### config.mk
export PLATFORM = sky130hd
export DESIGN_NAME = mmio_uart_tx_flat
export DESIGN_NICKNAME = d
export VERILOG_FILES = /design/src/rtl/mmio_uart_tx_if.sv /design/src/rtl/mmio_uart_tx.sv /design/src/flat_wrapper.sv
export SDC_FILE = /design/constraint.sdc
export NUM_CORES = 1
export LEC_CHECK = 0
export BUFFER_PORTS_ARGS = -buffer_cell sky130_fd_sc_hd__buf_2
export CORE_UTILIZATION = 40
export DETAILED_ROUTE_END_ITERATION = 12
export PLACE_DENSITY = 0.69
export SLEW_MARGIN = 15
export SYNTH_ARGS = -nofsm -noshare
export SYNTH_HDL_FRONTEND = slang
export SYNTH_SLANG_ARGS = --single-unit
### constraint.sdc
create_clock -name clk -period 5.2 [get_ports clk]
set_input_delay 0.26 -clock clk [delete_from_list [all_inputs] [get_ports clk]]
set_output_delay 0.26 -clock clk [all_outputs]
set_load 0.01 [all_outputs]
### src/rtl/mmio_uart_tx_if.sv
// Data-memory-port bundle between the core and the memory-mapped UART transmitter.
interface mmio_uart_tx_if #(
   parameter int unsigned WORD_LEN = 32
);
   logic [WORD_LEN-1:0] d_addr;
   logic                wen;
   logic [WORD_LEN-1:0] wdata;
   logic [WORD_LEN-1:0] rdata;
   logic                hit;

   modport master (output d_addr, output wen, output wdata, input rdata, input hit);
   modport slave  (input d_addr, input wen, input wdata, output rdata, output hit);
endinterface

### src/rtl/mmio_uart_tx.sv
// Memory-mapped 8N1 UART transmitter with a byte FIFO and a combinational status read port.
// Optional sent/dropped counters at +0x8/+0xC are enabled by defining MMIO_UART_TX_STATS_EN.
module mmio_uart_tx #(
   parameter int unsigned         WORD_LEN     = 32,
   parameter logic [WORD_LEN-1:0] BASE_ADDR    = 'hF000_0000,
   parameter int unsigned         CLKS_PER_BIT = 234,
   parameter int unsigned         FIFO_DEPTH   = 16
) (
   input  logic          clk,
   input  logic          rst,
   mmio_uart_tx_if.slave bus,
   output logic          tx,
   output logic          busy
);
   localparam int unsigned PtrW  = $clog2(FIFO_DEPTH);
   localparam int unsigned CntW  = $clog2(FIFO_DEPTH + 1);
   localparam int unsigned BaudW = $clog2(CLKS_PER_BIT);

   typedef enum logic [1:0] {StIdle, StStart, StData, StStop} state_e;

   state_e            state_q, state_d;
   logic [BaudW-1:0]  baud_q, baud_d;
   logic [2:0]        bit_q, bit_d;
   logic [7:0]        shift_q, shift_d;
   logic              tx_q, tx_d;
   logic              busy_q, busy_d;
   logic [7:0]        fifo_q [FIFO_DEPTH];
   logic [PtrW-1:0]   wptr_q, rptr_q;
   logic [CntW-1:0]   count_q, count_d;
   logic              ovf_q, ovf_d;

   logic [1:0]  reg_off;
   logic        wr_en, wr_txdata, wr_status;
   logic        full, empty, push, pop, ovf_set;
   logic        baud_last, frame_done;
   logic [31:0] status;
   logic        unused_bits;

   assign bus.hit   = (bus.d_addr[WORD_LEN-1:4] == BASE_ADDR[WORD_LEN-1:4]);
   assign reg_off   = bus.d_addr[3:2];
   assign wr_en     = bus.wen && bus.hit;
   assign wr_txdata = wr_en && (reg_off == 2'd0);
   assign wr_status = wr_en && (reg_off == 2'd1);

   assign full    = (count_q == CntW'(FIFO_DEPTH));
   assign empty   = (count_q == '0);
   assign push    = wr_txdata && !full;
   assign ovf_set = wr_txdata && full;

   assign baud_last = (baud_q == BaudW'(CLKS_PER_BIT - 1));
   assign status    = {16'h0, 8'(count_q), 5'h0, ovf_q, full, busy_q};
   assign unused_bits = ^{bus.d_addr[1:0], bus.wdata[WORD_LEN-1:8]};

   // Transmit FSM; a pop always loads the shift register and drives the start bit at once.
   always_comb begin
      state_d    = state_q;
      baud_d     = baud_q;
      bit_d      = bit_q;
      shift_d    = shift_q;
      tx_d       = tx_q;
      pop        = 1'b0;
      frame_done = 1'b0;
      unique case (state_q)
         StIdle: begin
            if (!empty) begin
               pop     = 1'b1;
               shift_d = fifo_q[rptr_q];
               baud_d  = '0;
               tx_d    = 1'b0;
               state_d = StStart;
            end
         end
         StStart: begin
            baud_d = baud_q + 1'b1;
            if (baud_last) begin
               baud_d  = '0;
               bit_d   = '0;
               tx_d    = shift_q[0];
               state_d = StData;
            end
         end
         StData: begin
            baud_d = baud_q + 1'b1;
            if (baud_last) begin
               baud_d = '0;
               if (bit_q == 3'd7) begin
                  tx_d    = 1'b1;
                  state_d = StStop;
               end else begin
                  bit_d   = bit_q + 1'b1;
                  shift_d = shift_q >> 1;
                  tx_d    = shift_q[1];
               end
            end
         end
         StStop: begin
            baud_d = baud_q + 1'b1;
            if (baud_last) begin
               baud_d     = '0;
               frame_done = 1'b1;
               if (!empty) begin
                  pop     = 1'b1;
                  shift_d = fifo_q[rptr_q];
                  tx_d    = 1'b0;
                  state_d = StStart;
               end else begin
                  state_d = StIdle;
               end
            end
         end
         default: state_d = StIdle;
      endcase
   end

   always_comb begin
      count_d = count_q;
      if (push && !pop) begin
         count_d = count_q + 1'b1;
      end else if (pop && !push) begin
         count_d = count_q - 1'b1;
      end
      ovf_d = ovf_q;
      if (wr_status && bus.wdata[2]) begin
         ovf_d = 1'b0;
      end
      if (ovf_set) begin
         ovf_d = 1'b1;
      end
      busy_d = (state_d != StIdle) || (count_d != '0);
   end

   always_ff @(posedge clk) begin
      if (rst) begin
         state_q <= StIdle;
         baud_q  <= '0;
         bit_q   <= '0;
         shift_q <= '0;
         tx_q    <= 1'b1;
         busy_q  <= 1'b0;
         wptr_q  <= '0;
         rptr_q  <= '0;
         count_q <= '0;
         ovf_q   <= 1'b0;
      end else begin
         state_q <= state_d;
         baud_q  <= baud_d;
         bit_q   <= bit_d;
         shift_q <= shift_d;
         tx_q    <= tx_d;
         busy_q  <= busy_d;
         count_q <= count_d;
         ovf_q   <= ovf_d;
         if (push) wptr_q <= wptr_q + 1'b1;
         if (pop)  rptr_q <= rptr_q + 1'b1;
      end
   end

   always_ff @(posedge clk) begin
      if (push) begin
         fifo_q[wptr_q] <= bus.wdata[7:0];
      end
   end

`ifdef MMIO_UART_TX_STATS_EN
   logic [31:0] sent_q, dropped_q;
   logic        stats_clr;

   assign stats_clr = wr_en && (reg_off == 2'd2);

   // Clear takes priority over a coincident increment.
   always_ff @(posedge clk) begin
      if (rst || stats_clr) begin
         sent_q    <= '0;
         dropped_q <= '0;
      end else begin
         if (frame_done) sent_q    <= sent_q + 1'b1;
         if (ovf_set)    dropped_q <= dropped_q + 1'b1;
      end
   end

   always_comb begin
      bus.rdata = '0;
      if (bus.hit) begin
         case (reg_off)
            2'd1:    bus.rdata = WORD_LEN'(status);
            2'd2:    bus.rdata = WORD_LEN'(sent_q);
            2'd3:    bus.rdata = WORD_LEN'(dropped_q);
            default: bus.rdata = '0;
         endcase
      end
   end
`else
   logic unused_frame_done;
   assign unused_frame_done = frame_done;

   always_comb begin
      bus.rdata = '0;
      if (bus.hit && (reg_off == 2'd1)) begin
         bus.rdata = WORD_LEN'(status);
      end
   end
`endif

   assign tx   = tx_q;
   assign busy = busy_q;
endmodule

### src/flat_wrapper.sv
// flat-port wrapper written by rule: the top's interface ports become plain ports
module mmio_uart_tx_flat 
#(
   parameter int unsigned         WORD_LEN     = 32,
   parameter logic [WORD_LEN-1:0] BASE_ADDR    = 'hF000_0000,
   parameter int unsigned         CLKS_PER_BIT = 234,
   parameter int unsigned         FIFO_DEPTH   = 16
)
  (clk, rst, tx, busy, bus_d_addr, bus_wen, bus_wdata, bus_rdata, bus_hit);
  mmio_uart_tx_if #(.WORD_LEN(WORD_LEN)) bus_i ();
  input  logic clk;
  input  logic rst;
  output logic tx;
  output logic busy;
  input wire logic [$bits(bus_i.d_addr)-1:0] bus_d_addr;
  input wire logic [$bits(bus_i.wen)-1:0] bus_wen;
  input wire logic [$bits(bus_i.wdata)-1:0] bus_wdata;
  output wire logic [$bits(bus_i.rdata)-1:0] bus_rdata;
  output wire logic [$bits(bus_i.hit)-1:0] bus_hit;
  assign bus_i.d_addr = bus_d_addr;
  assign bus_i.wen = bus_wen;
  assign bus_i.wdata = bus_wdata;
  assign bus_rdata = bus_i.rdata;
  assign bus_hit = bus_i.hit;
  mmio_uart_tx #(.WORD_LEN(WORD_LEN), .BASE_ADDR(BASE_ADDR), .CLKS_PER_BIT(CLKS_PER_BIT), .FIFO_DEPTH(FIFO_DEPTH)) u_core (.clk(clk), .rst(rst), .bus(bus_i), .tx(tx), .busy(busy));
endmodule
* Word level (Yosys, flattened, before mapping) *
Memory sizes are Yosys's and may differ from the RTL's. A register that Yosys moved wholly into a read port is not among the register bits.
Index checks and enable logic that the tools add are counted.
Widths: inputs -> output; s select.

storage, ports and cells
  flip-flop bits (word level) = 37
  memory bits (writable) = 128
  output and inout port bits = 35
  memories = 1

memories
  name           words  bits a word  rd ports  clocked after memory_dff  write ports  RTL line            text
  u_core.fifo_q  16     8            1         1                         1            mmio_uart_tx.sv:27  logic [7:0] fifo_q [FIFO_DEPTH];

cells by class
  add/subtract/negate cells = 6
  equality and inequality tests = 13
  multiplexer cells = 37
  reduce and logical (&&, ||, !) cells = 25

operator list
  cell                  count
  $mux 8                6
  $eq 28x28->1 const B  1
  $pmux 8 s3            1
  $pmux 8 s2            1
  $mux 13               1
  $mux 1                12
  $mux 2                5
  $mux 5                2
  $logic_and 1x1->1     9
  $mux 3                3
  $add 4x1->4 const B   2
  $add 8x1->8 const B   1
  $eq 8x8->1 const B    1
  $mux 4                2
  $pmux 2 s4            1
  $reduce_and 4->1      2
  $ne 2x1->1 const B    3
  $pmux 3 s2            1
  $reduce_bool 2->1     3
  $add 5x1->5 const B   1
  $eq 5x5->1 const B    1
  $logic_not 5->1       1
  $reduce_bool 5->1     1
  $sub 5x1->5 const B   1
  other kinds (13)      19

* Longest topological paths before layout *
Gate-level depths: netlist (run 1).

  word-level depth = 10
  depth in mapped cells = 10
  depth with buffers taken out = 9

* Worst setup path before layout (run 1) *
OpenSTA, ideal clock, no wires.

  path type = register to register
  start = register u_core.count_q[0]
  end = memory u_core.fifo_q[3][0], enable pin
  library setup time = 383 ps
  data arrival time = 2210 ps
  slack = 2606 ps
  stages on the path, launching flop included = 8
  cell sequence = dfxtp_1 -> inv_1 -> ha_1 -> a311o_1 -> nor3_4 -> buf_2 -> nand2_1 -> nor3_1

between the ends
  word-level cells in the longest chain between the ends = 5

RTL lines
  item                          RTL line             text
  start: declaration            mmio_uart_tx.sv:29   logic [CntW-1:0] count_q, count_d;
  start signal: assignment      mmio_uart_tx.sv:151  count_q <= count_d;
  $eq 5x5->1                    mmio_uart_tx.sv:45   assign full = (count_q == CntW'(FIFO_DEPTH));
  $logic_not 1->1               mmio_uart_tx.sv:47   assign push = wr_txdata && !full;
  $logic_and 1x1->1             mmio_uart_tx.sv:47
  $mux 1                        mmio_uart_tx.sv:159  if (push) begin
  $mux 1 (not written as such)  mmio_uart_tx.sv:160  fifo_q[wptr_q] <= bus.wdata[7:0];
  end: declaration              mmio_uart_tx.sv:27

No other way between the ends.

* Final worst setup path (run 1) *
  start = register u_core.count_q[0]
  end = memory u_core.fifo_q[5][7], enable pin

Same word-level chain as after synthesis.

==> flow_summary.json, run 1 <==
{
  "power_w": 0.00372,
  "cts_buffer_depth": 2,
  "diodes": 0,
  "worst_clock_skew_ns": 0.00817,
  "ys_types": 55,
  "synthArstFlopShare_pct": 0,
  "die_h_um": 138,
  "synth_top_family_by_area": "multiplexers",
  "ys_seq_area_share_pct": 63.5,
  "setup-tns-final_ns": 0,
  "placementRows": 49,
  "worstRegToRegCells": 6,
  "pin_count": 102,
  "crit_required_ns": 5.24,
  "root_buffer": "clkbuf_16",
  "ctsHoldBuffers": 0,
  "cap_violations": 0,
  "power_density_nw_per_um2": 449,
  "end_kind": "flip-flop",
  "max_slew_margin_pct": 38.9,
  "synth_compound_area_share_pct": 5.45,
  "crit_chain": "inv_1 > ha_1 > a311o_1 > nor3_4 > nand2_1 > nor2_1",
  "leakagePower_nw": 2.81,
  "syn2layout_area_growth_pct": 12.7,
  "antenna_left": 0,
  "htree_levels": 4,
  "cts_sinks": 169,
  "place_ws_ns": 2.07,
  "synth-xor-area-share_pct": 1.31,
  "cts_made_buffers": 17,
  "postCtsSetupBuffers": 0,
  "status": "complete, no violations",
  "syn_inst": 498,
  "met2_length_um": 7160,
  "cts_tree": "yes",
  "slowest_stage": "nor2_1",
  "grt_pass1_wl_um": 22300,
  "synth-simple-area-share_pct": 9.76,
  "fin_util_pct": 46.1,
  "ys_ff_latch": 169,
  "wirelength_um": 13900,
  "initialDrtViolationCount": 332,
  "routed.top_layer": "met4",
  "fmax_mhz": 325,
  "dieArea_sq_um": 18900,
  "clock_latency_ns": 0.43,
  "drive_above_1_share_pct": 23.8,
  "wl_met3_um": 573,
  "grt_use_total_pct": 16.1,
  "min_period_ns": 3.07,
  "dr.pass1.iters": 4,
  "die_x_um": 138,
  "path_depth": 6,
  "tightest_slew_ns": 0.913,
  "slowest_delay_ns": 0.74,
  "worst_ir_drop_vdd_v": 0.000241,
  "synth-edff-count": 128,
  "path_buf_inv": 1,
  "setup_violations": 0,
  "synth_ff_type": "edfxtp_1",
  "clkSlewWorstSetupHoldPaths_ns": 0.06,
  "cp_max_fo": 15,
  "slew_viol_final": 0,
  "criticalPathCategory": "reg2reg",
  "finalHoldViolCount": 0,
  "synth.avg_cell_area_sq_um": 14.8,
  "dp_hpwl_um": 9140,
  "grt_max_degree": 39,
  "grt_overflow": 0,
  "synthMuxAreaShare_pct": 12.9,
  "wl_met1_um": 6000,
  "synth_warnings": 0,
  "hold_depth": 2,
  "numPortBuffers": 51,
  "place_congestion": 0.852,
  "fin_crit_sh_pct": 59.1,
  "coreArea_sq_um": 18000,
  "num-nets-final": 632,
  "syn_area_sq_um": 7350,
  "vias": 4218,
  "grt_pass1_vias": 4196,
  "antenna_found_initial": 0,
  "hold_class": "in2reg",
  "initial_core_util_pct": 40.9,
  "path_delay_family": "simple AND/OR/NAND/NOR gates",
  "fillCellCount": 1533,
  "cp-start-kind": "flip-flop",
  "rsz0062_at_grt": "no",
  "synthAdderAreaFrac_pct": 2.72,
  "post_cts_resized": 0,
  "fin_ws_ns": 2.13,
  "drc": 0,
  "cp.arrival_ns": 3.12,
  "vias_per_cell": 5.35,
  "wl_per_cell_um": 17.6
}
area by class of cell:
cell class	instances	area [sq um]	area share, %
flip-flops and latches	169	4670	56.4
repair buffers	56	293	3.54
inverters	9	33.8	0.408
clock inverters	11	116	1.41
multi-input cells	296	2450	29.6
well taps	229	287	3.46
clock buffers	19	433	5.23
Yosys cell counts (9+ instances only):
cell / number / area [sq um]
a211oi_1: 11 / 82.6
a21oi_1: 10 / 50.1
buf_4: 25 / 188
clkbuf_1: 12 / 45.0
dfxtp_1: 41 / 821
edfxtp_1: 128 / 3840
ha_1: 16 / 200
inv_1: 9 / 33.8
mux2i_1: 9 / 90.1
mux4_2: 38 / 856
nand2_1: 27 / 101
nor2_1: 52 / 195
o21ai_0: 13 / 65.1
power breakdown:
| part | switching (W) | internal, W |
|---|---|---|
| sequential | 0.0000936 | 0.00152 |
| combinational | 0.000511 | 0.000401 |
| clock | 0.000528 | 0.000665 |
per-layer routing:
metal	global-route usage (%)	up-vias
met5	0	-
met4	5.13	0
met3	4.05	18
met2	27.4	130
met1	20.0	2105
li1	-	1965
final timing paths:
check / from / to / slack (ns)
worst max-delay path: u_core.count_q[0] / u_core.fifo_q[5][7] / 2.13
worst min-delay path: bus_d_addr[2] / u_core.ovf_q / 0.05
worst max register to register: u_core.count_q[0] / u_core.fifo_q[5][7] / 2.13
worst min register to register: u_core.tx / u_core.tx / 0.45
cells in the final DEF (no fill, tap or decap), types with 10 or more instances in the layout:
cell         n
a211oi_1    11
a21oi_1     10
buf_2       51
clkbuf_16   17
conb_1      24
dfxtp_1     39
edfxtp_1   128
ha_1        16
mux4_2      38
nand2_1     27
nor2_1      52
o21ai_0     13
stage by stage:
step	hold WS, ns	instance area (sq um)	instances
after CTS	0.0296	8280	789
final	0.0523	8280	789
after detailed placement	0.436	7730	759
after global placement	0.441	7730	759
after global routing	0.0279	8280	789
after floorplan	0.356	7430	521
registers in the layout, summed over array words and instances, names as in the netlist, 2 cells and up, named ones only:
signal / count
u_core.bit_q: 3
u_core.shift_q: 8
u_core.fifo_q: 128
u_core.rptr_q: 4
u_core.wptr_q: 4
u_core.count_q: 5
u_core.baud_q: 8
u_core.state_q: 2
logic make-up after synthesis:
kind of cell / after synthesis
compound gates: 60
xor+xnor: 11
fa+ha+maj: 16
buf+inv: 56
flops: 169
mux: 47
other cells: 1
simple gates: 138
(Power assumes the default switching activity.)
==> run 2: changes to the inputs <==
--- a/config.mk
+++ b/config.mk
@@ -8,7 +8,7 @@
 export BUFFER_PORTS_ARGS = -buffer_cell sky130_fd_sc_hd__buf_2
 export CORE_UTILIZATION = 40
 export DETAILED_ROUTE_END_ITERATION = 12
-export PLACE_DENSITY = 0.69
+export PLACE_DENSITY = 0.71
 export SLEW_MARGIN = 15
 export SYNTH_ARGS = -nofsm -noshare
 export SYNTH_HDL_FRONTEND = slang
==> constraint.sdc (replaced) <==
create_clock -name clk -period 2.8 [get_ports clk]
set_input_delay 0.14 -clock clk [delete_from_list [all_inputs] [get_ports clk]]
set_output_delay 0.14 -clock clk [all_outputs]
set_load 0.01 [all_outputs]
==> flow_summary.json, run 2 (synthesis results as in run 1) <==
{
  "status": "complete, no violations",
  "cp_max_fo": 8,
  "wirelength_um": 14100,
  "ctsHoldBuffers": 1,
  "die_x_um": 138,
  "hold_class": "in2reg",
  "numPortBuffers": 51,
  "layout.cells.non_filler": 810,
  "cp.arrival_ns": 2.89,
  "diodes": 0,
  "rsz0062_at_grt": "no",
  "place_congestion": 0.869,
  "pin_count": 102,
  "p_switching_w": 0.00215,
  "setup_violations": 0,
  "p_comb_share_pct": 25.3,
  "cts_sinks": 169,
  "coreArea_sq_um": 18000,
  "crit_required_ns": 3.06,
  "cts_made_buffers": 17,
  "num-nets-final": 651,
  "antenna_found_initial": 0,
  "finalHoldViolCount": 0,
  "crit_chain": "inv_1 > ha_1 > nor4b_2 > buf_4 > or3_1 > and2_2 > a41oi_1 > xor2_1 > a41oi_1",
  "fin_util_pct": 47.3,
  "cts_buffer_depth": 2,
  "antenna_left": 0,
  "power_density_nw_per_um2": 839,
  "vias_per_cell": 5.26,
  "grt_pass1_vias": 4237,
  "die_h_um": 138,
  "intPower_w": 0.00498,
  "setup-tns-final_ns": 0,
  "switching_share_pct": 30.2,
  "slowest_delay_ns": 0.43,
  "layout_common_cells": "edfxtp_1, nor2_1, buf_2",
  "dpl-instance-area_sq_um": 7880,
  "hold_start": "bus_wdata[4]",
  "reg_top3": "u_core.fifo_q: 128 flops, u_core.baud_q: 8 flops, u_core.shift_q: 8 flops",
  "grt_pass1_wl_um": 22500,
  "largest_reg_flops": 128,
  "postCtsSetupBuffers": 0,
  "post_cts_resized": 0,
  "worst_clock_skew_ns": 0.0113,
  "cpMostUsedCell": "a41oi_1",
  "fin_crit_sh_pct": 93.9,
  "initialDrtViolationCount": 285,
  "clock_latency_ns": 0.43,
  "dp_cells": 777,
  "htree_levels": 4,
  "dr.pass1.iters": 5,
  "design_area_sq_um": 8490,
  "grt_use_total_pct": 16.3,
  "placementRows": 49,
  "grt_max_degree": 39,
  "criticalPathCategory": "reg2reg",
  "end_kind": "flip-flop",
  "dp_hpwl_um": 9390,
  "cap_violations": 0,
  "root_buffer": "clkbuf_16",
  "cts_tree": "yes",
  "min_period_ns": 2.63,
  "regMostFlops": "u_core.fifo_q",
  "path_buf_inv": 2,
  "tightest_slew_ns": 0.764,
  "leakagePower_nw": 2.94,
  "vias": 4261,
  "syn2layout_area_growth_pct": 15.6,
  "worst_ir_drop_vdd_v": 0.000503,
  "dieArea_sq_um": 18900,
  "slowest_stage": "dfxtp_1",
  "path_delay_family": "simple AND/OR/NAND/NOR gates",
  "cp-start-kind": "flip-flop",
  "mostFrequentLayoutCell": "edfxtp_1",
  "wl_per_cell_um": 17.4,
  "max_slew_margin_pct": 48.9,
  "drc": 0,
  "seqPwrFrac_pct": 41.4,
  "pwr-share-clk_pct": 33.4,
  "grt_overflow": 0,
  "critPathLaunch": "u_core.count_q[0]",
  "initial_core_util_pct": 40.9,
  "clkSlewWorstSetupHoldPaths_ns": 0.07,
  "power_w": 0.00713,
  "slew_viol_final": 0,
  "fmax_mhz": 380,
  "drive_above_1_share_pct": 26.5,
  "timing.rr.start": "u_core.count_q[0]"
}
[run 2: changes by cell type in the layout (fill, tap and decap cells not counted), sizes merged]
cell | previous run | this run
buf | 56 | 74
bufinv | 1 | 2
clkbuf | 19 | 17
clkinv | 3 | 4
dlygate4sd3 | 0 | 1
inv | 14 | 16
[run 2: area by class of cell]
| cell class | count | area (sq um) |
|---|---|---|
| clock buffer | 17 | 425 |
| tap | 229 | 287 |
| clock inverter | 15 | 181 |
| inverter | 9 | 33.8 |
| fill | 1539 | 9470 |
| timing repair buffer | 75 | 450 |
| sequential | 169 | 4670 |
| multi-input combinational | 296 | 2450 |
[run 2: path summary, 6_finish.rpt]
path	slack (ns)	depth (start not counted)	endpoint
worst max-delay path	0.17	9	u_core.busy
worst min-delay path	0.1	1	u_core.fifo_q[11][4]
worst max register to register	0.17	9	u_core.busy
worst min register to register	0.48	2	u_core.tx
[run 2: per-stage QoR]
step,setup slack [ns],hold WS [ns]
3_5_place_dp,0.212,0.368
2_1_floorplan,0.206,0.236
6_report,0.172,0.0956
3_3_place_gp,0.287,0.354
4_1_cts,0.191,0.0726
5_1_grt,0.0266,0.0919
[run 2: layer usage]
metal | vias to the layer above | global-route usage [%] | part of all wire, %
met4 | 0 | 5.25 | 0.33
li1 | 1999 | - | -
met1 | 2137 | 20.2 | 43
met2 | 121 | 27.1 | 51
met3 | 4 | 4.93 | 5.9
met5 | - | 0 | 0
[run 2: power by group through the flow]
stage | Clock [W] | Sequential, W | Combinational, W
finish | 0.00238 | 0.00295 | 0.00180
global route | 0.00253 | 0.00297 | 0.00198
CTS | 0.00243 | 0.00295 | 0.00181
detailed placement | 0 | 0.00300 | 0.00181
global placement | 0 | 0.00299 | 0.00176
floorplan | 0 | 0.00297 | 0.00142
==> run 3: changes to the inputs <==
--- a/config.mk
+++ b/config.mk
@@ -6,9 +6,9 @@
 export NUM_CORES = 1
 export LEC_CHECK = 0
 export BUFFER_PORTS_ARGS = -buffer_cell sky130_fd_sc_hd__buf_2
-export CORE_UTILIZATION = 40
+export CORE_UTILIZATION = 45
 export DETAILED_ROUTE_END_ITERATION = 12
-export PLACE_DENSITY = 0.71
+export PLACE_DENSITY = 0.77
 export SLEW_MARGIN = 15
 export SYNTH_ARGS = -nofsm -noshare
 export SYNTH_HDL_FRONTEND = slang
==> flow_summary.json, run 3 (synthesis results as in run 1) <==
{
  "die_h_um": 130,
  "cp_max_fo": 6,
  "clock_latency_ns": 0.43,
  "vias": 4329,
  "diodes": 0,
  "die_x_um": 130,
  "antenna_left": 0,
  "drc": 0,
  "power_w": 0.00700,
  "grt_pass1_wl_um": 22900,
  "initialDrtViolationCount": 418,
  "critPathLaunch": "u_core.count_q[0]",
  "endpoint": "u_core.busy",
  "root_buffer": "clkbuf_16",
  "placementRows": 46,
  "mostFrequentLayoutCell": "edfxtp_1",
  "cts_tree": "yes",
  "worst_clock_skew_ns": 0.0105,
  "cts_sinks": 169,
  "grt_use_met3_pct": 5.25,
  "htree_levels": 4,
  "finalHoldViolCount": 0,
  "wl_per_cell_um": 17.7,
  "cp.arrival_ns": 2.87,
  "leakagePower_nw": 2.94,
  "max_slew_margin_pct": 48.8,
  "dieArea_sq_um": 16800,
  "status": "complete, no violations",
  "worstRegToRegCells": 9,
  "cts_made_buffers": 17,
  "cts_buffer_depth": 2,
  "setup-tns-final_ns": 0,
  "place_congestion": 0.897,
  "rrSetupSlack_ns": 0.27,
  "fmax_mhz": 394,
  "cp-start-kind": "flip-flop",
  "largest_reg_flops": 128,
  "numPortBuffers": 51,
  "timing.rr.start": "u_core.count_q[0]",
  "dr.pass1.iters": 5,
  "fin_util_pct": 53.3,
  "slew_viol_final": 0,
  "tightest_slew_ns": 0.766,
  "dp_hpwl_um": 9360,
  "min_period_ns": 2.53,
  "antenna_found_initial": 0,
  "grt_use_met1_pct": 22.4,
  "top_usage_layer": "met2",
  "num-nets-final": 653,
  "seq_area_sq_um": 4670,
  "cap_violations": 0,
  "pin_count": 102,
  "criticalPathCategory": "reg2reg",
  "layout_common_cells": "edfxtp_1, nor2_1, buf_2",
  "initial_core_util_pct": 46.3,
  "grt_use_total_pct": 18.6,
  "rsz0062_at_grt": "no",
  "r2r-end": "u_core.busy",
  "coreArea_sq_um": 15900,
  "grt_pass1_vias": 4325,
  "grt_overflow": 0,
  "end_kind": "flip-flop",
  "vias_per_cell": 5.42,
  "drive_above_1_share_pct": 26.3,
  "grt_util_met2_pct": 32.6,
  "multiInputGateArea_sq_um": 2460,
  "worst_ir_drop_vdd_v": 0.000567,
  "fin_crit_sh_pct": 90.5,
  "setup_violations": 0,
  "crit_required_ns": 3.14,
  "syn2layout_area_growth_pct": 15.1,
  "fillCellCount": 1281,
  "power_density_nw_per_um2": 828,
  "clkSlewWorstSetupHoldPaths_ns": 0.07,
  "place_ws_ns": 0.213,
  "fin_ws_ns": 0.265,
  "wirelength_um": 14100,
  "hold_class": "in2reg",
  "grt_max_degree": 39,
  "regMostFlops": "u_core.fifo_q",
  "reg_top3": "u_core.fifo_q: 128 flops, u_core.baud_q: 8 flops, u_core.shift_q: 8 flops"
}
## run 3: worst max-delay path, stage by stage, from the launching register on
cell,delay (ns)
dfxtp_1,0.41
inv_1,0.14
ha_1,0.28
a311o_1,0.37
nor3_4,0.25
buf_4,0.17
xnor2_1,0.09
and3_1,0.20
o311a_1,0.36
a41oi_1,0.20
## run 3: metal layers
metal,part of all wire [%],routed length (um),up-vias
met4,0.75,106,0
met5,0,0,-
met3,4.8,683,12
met1,41,5840,2197
met2,53,7510,110
li1,-,-,2010
## run 3: layout make-up
class / instances / area share (%)
flip-flops and latches: 169 / 55.2
inverters: 9 / 0.399
clock inverters: 14 / 1.66
well taps: 216 / 3.19
clock buffers: 17 / 5.03
multi-input cells: 296 / 29.1
repair buffers: 77 / 5.50
## run 3: through the flow
| stage | hold WS, ns | std cells | instance area (sq um) |
|---|---|---|---|
| floorplan | 0.236 | 521 | 7430 |
| global placement | 0.367 | 763 | 7850 |
| detailed placement | 0.379 | 763 | 7850 |
| CTS | 0.0709 | 795 | 8430 |
| global route | 0.0842 | 798 | 8460 |
| finish | 0.0879 | 798 | 8460 |
## run 3: worst min-delay path by stage
stage | startpoint | to | depth (start not counted)
floorplan | bus_d_addr[2] | u_core.ovf_q | 1
global placement | bus_d_addr[2] | u_core.ovf_q | 2
detailed placement | bus_d_addr[2] | u_core.ovf_q | 2
CTS | bus_wdata[5] | u_core.fifo_q[11][5] | 1
global route | bus_wdata[5] | u_core.fifo_q[9][5] | 1
finish | bus_wdata[5] | u_core.fifo_q[11][5] | 1
## run 3: where the power goes
| part | total (W) | switching (W) | leakage [nW] | internal (W) |
|---|---|---|---|---|
| sequential | 0.00296 | 0.000132 | 1.48 | 0.00283 |
| clock | 0.00224 | 0.00100 | 0.272 | 0.00124 |
| combinational | 0.00180 | 0.00101 | 1.18 | 0.000796 |
## run 3: repair_timing
action / CTS / global route
hold buffers: 1 / 0
hold endpoints to repair: 1 / 0
setup endpoints to repair: 0 / 10
gates resized for setup: 0 / 1
buffers inserted: 0 / 3
